<file path="config.mk">
export PLATFORM = sky130hd
export DESIGN_NAME = int_to_float8
export DESIGN_NICKNAME = d
export VERILOG_FILES = /design/src/rtl/int_to_float8.sv
export SDC_FILE = /design/constraint.sdc
export NUM_CORES = 1
export LEC_CHECK = 0
export BUFFER_PORTS_ARGS = -buffer_cell sky130_fd_sc_hd__buf_2
export CAP_MARGIN = 20
export CORE_ASPECT_RATIO = 0.7
export CORE_MARGIN = 3
export CORE_UTILIZATION = 54
export CTS_CLUSTER_DIAMETER = 100
export DETAILED_ROUTE_END_ITERATION = 6
export MAX_ROUTING_LAYER = met4
export PLACE_DENSITY = 0.79
export SYNTH_ARGS = -nofsm -noshare
export SYNTH_HDL_FRONTEND = slang
export SYNTH_SLANG_ARGS = --single-unit
</file>
<file path="constraint.sdc">
create_clock -name clk -period 2.8 [get_ports clk]
set_clock_uncertainty 0.1 [all_clocks]
set_input_delay 0.14 -clock clk [delete_from_list [all_inputs] [get_ports clk]]
set_output_delay 0.14 -clock clk [all_outputs]
set_load 0.005 [all_outputs]
</file>
<file path="src/rtl/int_to_float8.sv">
// Unsigned integer to float8 {exp[2:0], man[4:0]} converter, value = man * 2^exp.
// Normalizes one bit per cycle, truncates toward zero, saturates to 8'hFF.
module int_to_float8 #(
    parameter int IN_W = 16
) (
    input  logic            clk,
    input  logic            rst,
    input  logic            in_valid,
    output logic            in_ready,
    input  logic [IN_W-1:0] in_data,
    output logic            out_valid,
    input  logic            out_ready,
    output logic [7:0]      out_data,
    output logic            out_sat,
    output logic            out_inexact
);

    localparam logic [1:0] S_IDLE  = 2'd0;
    localparam logic [1:0] S_SHIFT = 2'd1;
    localparam logic [1:0] S_DONE  = 2'd2;

    logic [1:0]      state_q, state_d;
    logic [IN_W-1:0] work_q, work_d;
    logic [2:0]      exp_q, exp_d;
    logic            sticky_q, sticky_d;
    logic            out_valid_q, out_valid_d;
    logic [7:0]      out_data_q, out_data_d;
    logic            out_sat_q, out_sat_d;
    logic            out_inexact_q, out_inexact_d;

    // Mantissa fits once nothing remains above bit 4; stays valid for IN_W == 5.
    logic [IN_W-1:0] work_hi;
    logic            work_fits;
    assign work_hi   = work_q >> 5;
    assign work_fits = (work_hi == '0);

    always_comb begin
        state_d       = state_q;
        work_d        = work_q;
        exp_d         = exp_q;
        sticky_d      = sticky_q;
        out_valid_d   = out_valid_q;
        out_data_d    = out_data_q;
        out_sat_d     = out_sat_q;
        out_inexact_d = out_inexact_q;
        case (state_q)
            S_IDLE: begin
                if (in_valid) begin
                    work_d   = in_data;
                    exp_d    = 3'd0;
                    sticky_d = 1'b0;
                    state_d  = S_SHIFT;
                end
            end
            S_SHIFT: begin
                if (work_fits) begin
                    out_data_d    = {exp_q, work_q[4:0]};
                    out_inexact_d = sticky_q;
                    out_sat_d     = 1'b0;
                    out_valid_d   = 1'b1;
                    state_d       = S_DONE;
                end else if (exp_q == 3'd7) begin
                    // Saturation is tested before the increment so exp never wraps.
                    out_data_d    = 8'hFF;
                    out_sat_d     = 1'b1;
                    out_inexact_d = 1'b0;
                    out_valid_d   = 1'b1;
                    state_d       = S_DONE;
                end else begin
                    sticky_d = sticky_q | work_q[0];
                    work_d   = work_q >> 1;
                    exp_d    = exp_q + 3'd1;
                end
            end
            S_DONE: begin
                if (out_ready) begin
                    out_valid_d = 1'b0;
                    state_d     = S_IDLE;
                end
            end
            default: begin
                state_d = S_IDLE;
            end
        endcase
    end

    always_ff @(posedge clk or posedge rst) begin
        if (rst) begin
            state_q       <= S_IDLE;
            work_q        <= '0;
            exp_q         <= 3'd0;
            sticky_q      <= 1'b0;
            out_valid_q   <= 1'b0;
            out_data_q    <= 8'h00;
            out_sat_q     <= 1'b0;
            out_inexact_q <= 1'b0;
        end else begin
            state_q       <= state_d;
            work_q        <= work_d;
            exp_q         <= exp_d;
            sticky_q      <= sticky_d;
            out_valid_q   <= out_valid_d;
            out_data_q    <= out_data_d;
            out_sat_q     <= out_sat_d;
            out_inexact_q <= out_inexact_d;
        end
    end

    assign in_ready    = (state_q == S_IDLE);
    assign out_valid   = out_valid_q;
    assign out_data    = out_data_q;
    assign out_sat     = out_sat_q;
    assign out_inexact = out_inexact_q;

endmodule

</file>
==> flow_summary.json, run 1 <==
{
  "outcome": "completed",
  "cp-start-kind": "register",
  "wl_per_cell_um": 15.0,
  "ys_ff_latch": 33,
  "period_share": 0.794,
  "finalSetupViolCount": 0,
  "register_area_um2": 826,
  "coreArea_um2": 2650,
  "maxCapViolations": 0,
  "timing.hold.ws_ns": 0.0406,
  "synthToLayoutAreaGrowth_pct": 17.3,
  "place_inst": 201,
  "dieWidth_um": 71.1,
  "clock_sinks": 33,
  "gr-total-overflow": 0,
  "grtUsageTotal": 0.206,
  "die_area_um2": 3670,
  "final_util": 0.710,
  "yosys_warnings": 0,
  "cts_buffers": 5,
  "fin_area_um2": 1880,
  "cp-end-kind": "register",
  "ant_nets": 0,
  "postCtsSetupBuffers": 0,
  "cp_max_fo": 15,
  "postSynthAreaPerCell_um2": 11.4,
  "synthesis.area_um2": 1600,
  "slew-limit-headroom": 0.567,
  "ys_seq_area_frac": 0.516,
  "insertion_delay_ns": 0.28,
  "placed_cell_area_um2": 1770,
  "ys_types": 32,
  "fp-row-count": 15,
  "grt_pass1_vias": 1202,
  "synthesis.instances": 140,
  "power_density_nw_per_um2": 1180,
  "clkSlewWorstSetupHoldPaths_ns": 0.06,
  "vias_per_cell": 5.50,
  "cts_tree": "yes",
  "cts_root_buf": "clkbuf_8",
  "place_ws_ns": 0.586,
  "period_minus_slack_ns": 2.22,
  "hold_viol": 0,
  "nNetsFinal": 198,
  "antenna_cells": 0,
  "final.setup.tns_ns": 0,
  "grt_pass1_wl_mm": 5.51,
  "drive_gt1_frac": 0.335,
  "slew_viol_final": 0,
  "fillers": 189,
  "detail_route.iter0.violations": 98,
  "arrival_ns": 2.29,
  "vias": 1154,
  "worst_pin_slew_ns": 0.650,
  "ir_drop_mv": 0.608,
  "htree_levels": 2,
  "dp_hpwl_mm": 2.31,
  "drt_wl_total_mm": 3.14,
  "ctsResizeCount": 0,
  "worstPathRequired_ns": 2.86,
  "drc_errors": 0,
  "rsz0062_at_grt": "no",
  "chipHeight_um": 51.6,
  "portBuffers": 31,
  "start_util": 0.605,
  "power_mw": 2.22,
  "hold_class": "in -> reg",
  "fin_ws_ns": 0.577,
  "multi_input_comb_area_um2": 716,
  "grt_max_degree": 34,
  "clockBufferDepth": 2,
  "antenna_found_initial": 0,
  "final_cell_count_no_fill": 210,
  "leakagePower_nw": 0.863,
  "gp_congestion": 0.776,
  "synth_fp_nets": 162,
  "max_freq_mhz": 450,
  "critPathKind": "reg -> reg",
  "first_pass_iters": 4,
  "ios": 32
}
[cell families after synthesis]
kind of cell             after synthesis  share of synthesized area
AO/OA/AOI/OAI                         28                      0.107
adder cells (fa/ha/maj)                2                     0.0156
buffers and inverters                 12                     0.0375
flip-flops                            33                      0.516
multiplexers                          24                      0.181
AND/OR/NAND/NOR                       41                      0.143
[cells in the mapped netlist]
master    number  area (µm²)
dfrtp_1       33         826
nor2_1        23        86.3
a21oi_1       13        65.1
mux2_2         9         101
mux2_1         7        78.8
inv_1          6        22.5
mux2_4         6        90.1
o21ai_0        6        30.0
buf_2          3        15.0
nand2_1        3        11.3
or3_1          3        18.8
a22o_1         2        17.5
ha_1           2        25.0
mux2i_1        2        20.0
nor4_2         2        25.0
o21ai_1        2        10.0
o22ai_1        2        12.5
or3b_1         2        17.5
a31oi_4        1        21.3
and2_1         1        6.26
and3_1         1        6.26
buf_8          1        15.0
clkbuf_1       1        3.75
inv_2          1        3.75
nand2b_1       1        6.26
nand3b_1       1        7.51
nand4_2        1        12.5
nor2_8         1        20.0
nor2b_1        1        6.26
nor3_1         1        5.00
o21a_1         1        7.51
o31ai_1        1        7.51
[power by group]
part | internal (mW) | switching (mW) | leakage [nW]
clock | 0.195 | 0.160 | 0.0443
combinational | 0.524 | 0.436 | 0.445
sequential | 0.709 | 0.195 | 0.373
total | 1.43 | 0.790 | 0.863
[per-layer routing]
layer | global-route usage | vias up | share of wire
li1 | - | 561 | -
met2 | 0.306 | 30 | 0.44
met5 | - | - | 0
met3 | 0.0811 | 7 | 0.061
met1 | 0.261 | 556 | 0.49
met4 | 0.0688 | 0 | 0.016
[flip-flops by register name (all words and copies together), names as in the netlist]
name,flops
work_q,16
out_inexact,1
out_data,8
out_sat,1
out_valid,1
state_q,2
exp_q,3
sticky_q,1
[final cells by class]
cell class,count,area share
clock buffer,7,0.0459
multi-input combinational,95,0.381
tap,34,0.0226
sequential,33,0.439
timing repair buffer,34,0.0972
inverter,7,0.0140
[final timing paths]
path                           start           to  slack (ns)  cells after the start
max                         exp_q[0]   work_q[14]        0.58                      6
min                        out_ready   state_q[1]        0.04                      3
max reg2reg                 exp_q[0]   work_q[14]        0.58                      6
min reg2reg                out_valid    out_valid        0.40                      2
max in group asynchronous        rst   work_q[11]        1.92                      4
min in group asynchronous        rst  out_data[7]        0.38                      4
[critical path: stages (launching register included)]
cell	delay [ns]
dfrtp_1	0.40
ha_1	0.20
ha_1	0.22
or3b_1	0.42
a31oi_4	0.30
nor2_8	0.12
mux2_1	0.34
[placed cells by master, fill, tap and decap left out, types with 2 or more instances in the layout]
master	synthesis	routed
dfrtp_1	33	33
buf_2	3	31
nor2_1	23	23
a21oi_1	13	13
mux2_2	9	9
mux2_1	7	7
inv_1	6	6
mux2_4	6	6
o21ai_0	6	6
clkbuf_8	0	6
nand2_1	3	3
or3_1	3	3
nor4_2	2	2
o21ai_1	2	2
or3b_1	2	2
a22o_1	2	2
o22ai_1	2	2
mux2i_1	2	2
ha_1	2	2
dlygate4sd3_1	0	2
[what timing repair did]
| item | CTS | global route |
|---|---|---|
| setup endpoints to repair | 0 | 0 |
| hold endpoints to repair | 34 | 0 |
| hold buffers | 2 | 0 |
No activity file was read; power rests on OpenSTA's default activity.
==> run 2, diff against run 1 <==
ABC_AREA = 1   (was default)
CORE_UTILIZATION = 49   (was 54)
PLACE_DENSITY = 0.75   (was 0.79)
clock period = 1.78 ns   (was 2.8 ns; I/O delays follow)
==> run 2 against run 1 <==
Worst hold slack got worse by 0.035 ns. Final area rose by 11%. Synthesized cell count rose by 57%. Critical path depth rose by 1. Setup slack got worse by 0.43 ns. First-iteration DRC count rose by 22%. Clock power rose by 76%. Register-to-register slack got worse by 0.43 ns. Sequential cell count did not move. Synthesized area rose by 4.1%. Global-route usage fell by 0.17 points. Critical endpoint is now work_q[7]. Largest power group unchanged.
==> flow_summary.json, run 2 <==
{
  "outcome": "completed",
  "finalSetupViolCount": 0,
  "clock_sinks": 33,
  "grt_pass1_wl_mm": 5.91,
  "synthesis.instances": 220,
  "antenna_cells": 0,
  "period_minus_slack_ns": 1.64,
  "gp_congestion": 0.776,
  "cp_max_fo": 21,
  "slew_viol_final": 0,
  "slew-limit-headroom": 0.724,
  "drive_gt1_frac": 0.200,
  "synth_edf_count": 0,
  "detail_route.iter0.violations": 120,
  "synthToLayoutAreaGrowth_pct": 25.1,
  "ys_ff_latch": 33,
  "placed_cell_area_um2": 1890,
  "rsz0062_at_grt": "no",
  "grtUsageTotal": 0.205,
  "ir_drop_mv": 1.01,
  "cts_root_buf": "clkbuf_8",
  "grt_max_degree": 34,
  "rrSetupSlack_ns": 0.14,
  "synth_fp_nets": 242,
  "dieWidth_um": 75.7,
  "die_area_um2": 4150,
  "ys_seq_area_frac": 0.495,
  "portBuffers": 31,
  "startpoint": "exp_q[0]",
  "cp-start-kind": "register",
  "coreArea_um2": 3210,
  "clockBufferDepth": 2,
  "vias_per_cell": 4.80,
  "chipHeight_um": 54.8,
  "ios": 32,
  "dp_hpwl_mm": 2.58,
  "fin_area_um2": 2080,
  "ys_types": 20,
  "final_common_cell": "nand2_1",
  "nNetsFinal": 286,
  "cts_buffers": 5,
  "reg2reg_from": "exp_q[0]",
  "ant_nets": 0,
  "rr_endpoint": "work_q[7]",
  "netlist.top_cell.by_area": "dfrtp_1",
  "async_reset_ff_frac": 1.00,
  "worstPathCellList": "ha_1, ha_1, nor2_8, nand2_8, nand2_8, nand2_1, nand2_1",
  "largest_reg_flops": 16,
  "start_util": 0.519,
  "hold_viol": 0,
  "cts_tree": "yes",
  "r2r_cells": 7,
  "yosys_warnings": 0,
  "fp-row-count": 17,
  "synthesis.area_um2": 1670,
  "clkSlewWorstSetupHoldPaths_ns": 0.07,
  "hold_class": "in -> reg",
  "leakagePower_nw": 1.15,
  "wl_per_cell_um": 11.9,
  "endpoint": "work_q[7]",
  "crit_path_max_incr_delay_ns": 0.40,
  "cpMaxStageDelayCell": "dfrtp_1",
  "final.setup.tns_ns": 0,
  "power_density_nw_per_um2": 1840,
  "vias": 1498,
  "regMostFlops": "work_q",
  "critPathKind": "reg -> reg",
  "grt_pass1_vias": 1332,
  "synth_top_cell_area_share": 0.495,
  "antenna_found_initial": 0,
  "layout_common_cells": "nand2_1 (96), nand3_1 (36), dfrtp_1 (33)",
  "htree_levels": 2,
  "gr-total-overflow": 0,
  "yosys-top-cells-area": "dfrtp_1 (50%), nand2_1 (22%), nand3_1 (11%), inv_1 (4.1%), o21ai_0 (3.0%)",
  "cp-end-kind": "register",
  "worstPathRequired_ns": 1.90,
  "yosysMostFrequentCell": "nand2_1",
  "arrival_ns": 1.76,
  "first_pass_iters": 4,
  "insertion_delay_ns": 0.29,
  "period_share": 0.920,
  "drc_errors": 0,
  "max_freq_mhz": 611,
  "ys.flop_type": "dfrtp_1",
  "netlist_top_cells_count": "nand2_1 (96), nand3_1 (36), dfrtp_1 (33)",
  "drt_wl_total_mm": 3.71,
  "postCtsSetupBuffers": 0,
  "worst_pin_slew_ns": 0.414,
  "postSynthAreaPerCell_um2": 7.58,
  "maxCapViolations": 0
}
run 2: cell count changes in the layout (fill, tap and decap cells not counted), sizes merged, moves of 12 or more:
cell / previous run / this run
inv: 7 / 20
nor2: 24 / 8
a21oi: 13 / 1
mux2: 22 / 0
nand2: 3 / 99
nand3: 0 / 36
run 2: where the power goes:
group	total [mW]	switching [mW]	internal, mW
Combinational	1.89	1.18	0.703
Clock	0.623	0.274	0.349
Sequential	1.33	0.213	1.12
Total	3.84	1.67	2.17
run 2: critical path, delay by kind of cell (launching register included):
kind,cells,cell delay (ns)
and+or+nand+nor,5,0.60
DFF,1,0.40
adders and majority gates,2,0.48
run 2: what timing repair did:
item,in CTS,in global routing
endpoints found under the setup margin,0,16
endpoints found under the hold margin,39,0
hold buffers,8,0
resized for setup,0,2
run 2: stage by stage:
stage / setup WS (ns) / util / std cells / total power [mW] / hold slack, ns
after global routing: 0.0386 / 0.649 / 312 / 4.21 / 0.0247
after detailed placement: 0.0802 / 0.587 / 296 / 3.15 / 0.0983
final: 0.143 / 0.649 / 312 / 3.84 / 0.00599
after floorplan: 0.200 / - / 220 / 2.67 / 0.113
after global placement: 0.137 / 0.587 / 296 / 3.10 / 0.0981
after CTS: 0.0609 / 0.644 / 312 / 3.80 / 0.00393
run 2: metal layers:
layer | GRT usage | routed length, µm
met1 | 0.288 | 1890
met2 | 0.284 | 1590
met3 | 0.0495 | 169
met4 | 0.0785 | 61
met5 | - | 0
run 2: cells by family after synthesis:
family	after synthesis	share of synthesized area
AOI/OAI and AO/OA	13	0.0405
adders and majority gates	2	0.0150
buffers and inverters	29	0.0751
DFF	33	0.495
and+or+nand+nor	143	0.374
run 2: how the worst min path moves through the flow:
stage	depth (start not counted)	to	slack (ns)	from
after CTS	5	work_q[10]	0.004	in_data[10]
after floorplan	1	state_q[1]	0.11	out_ready
final	5	work_q[10]	0.006	in_data[10]
after detailed placement	3	work_q[13]	0.1	rst
after global routing	5	work_q[5]	0.02	in_data[5]
after global placement	3	work_q[13]	0.1	rst
run 2: area by class of cell:
type	instances	area (µm²)
fill	294	1130
sequential	33	826
multi-input combinational	158	733
timing repair buffer	46	288
clock buffer	7	96.3
inverter	20	77.6
tap	47	58.8
clock inverter	1	5.00
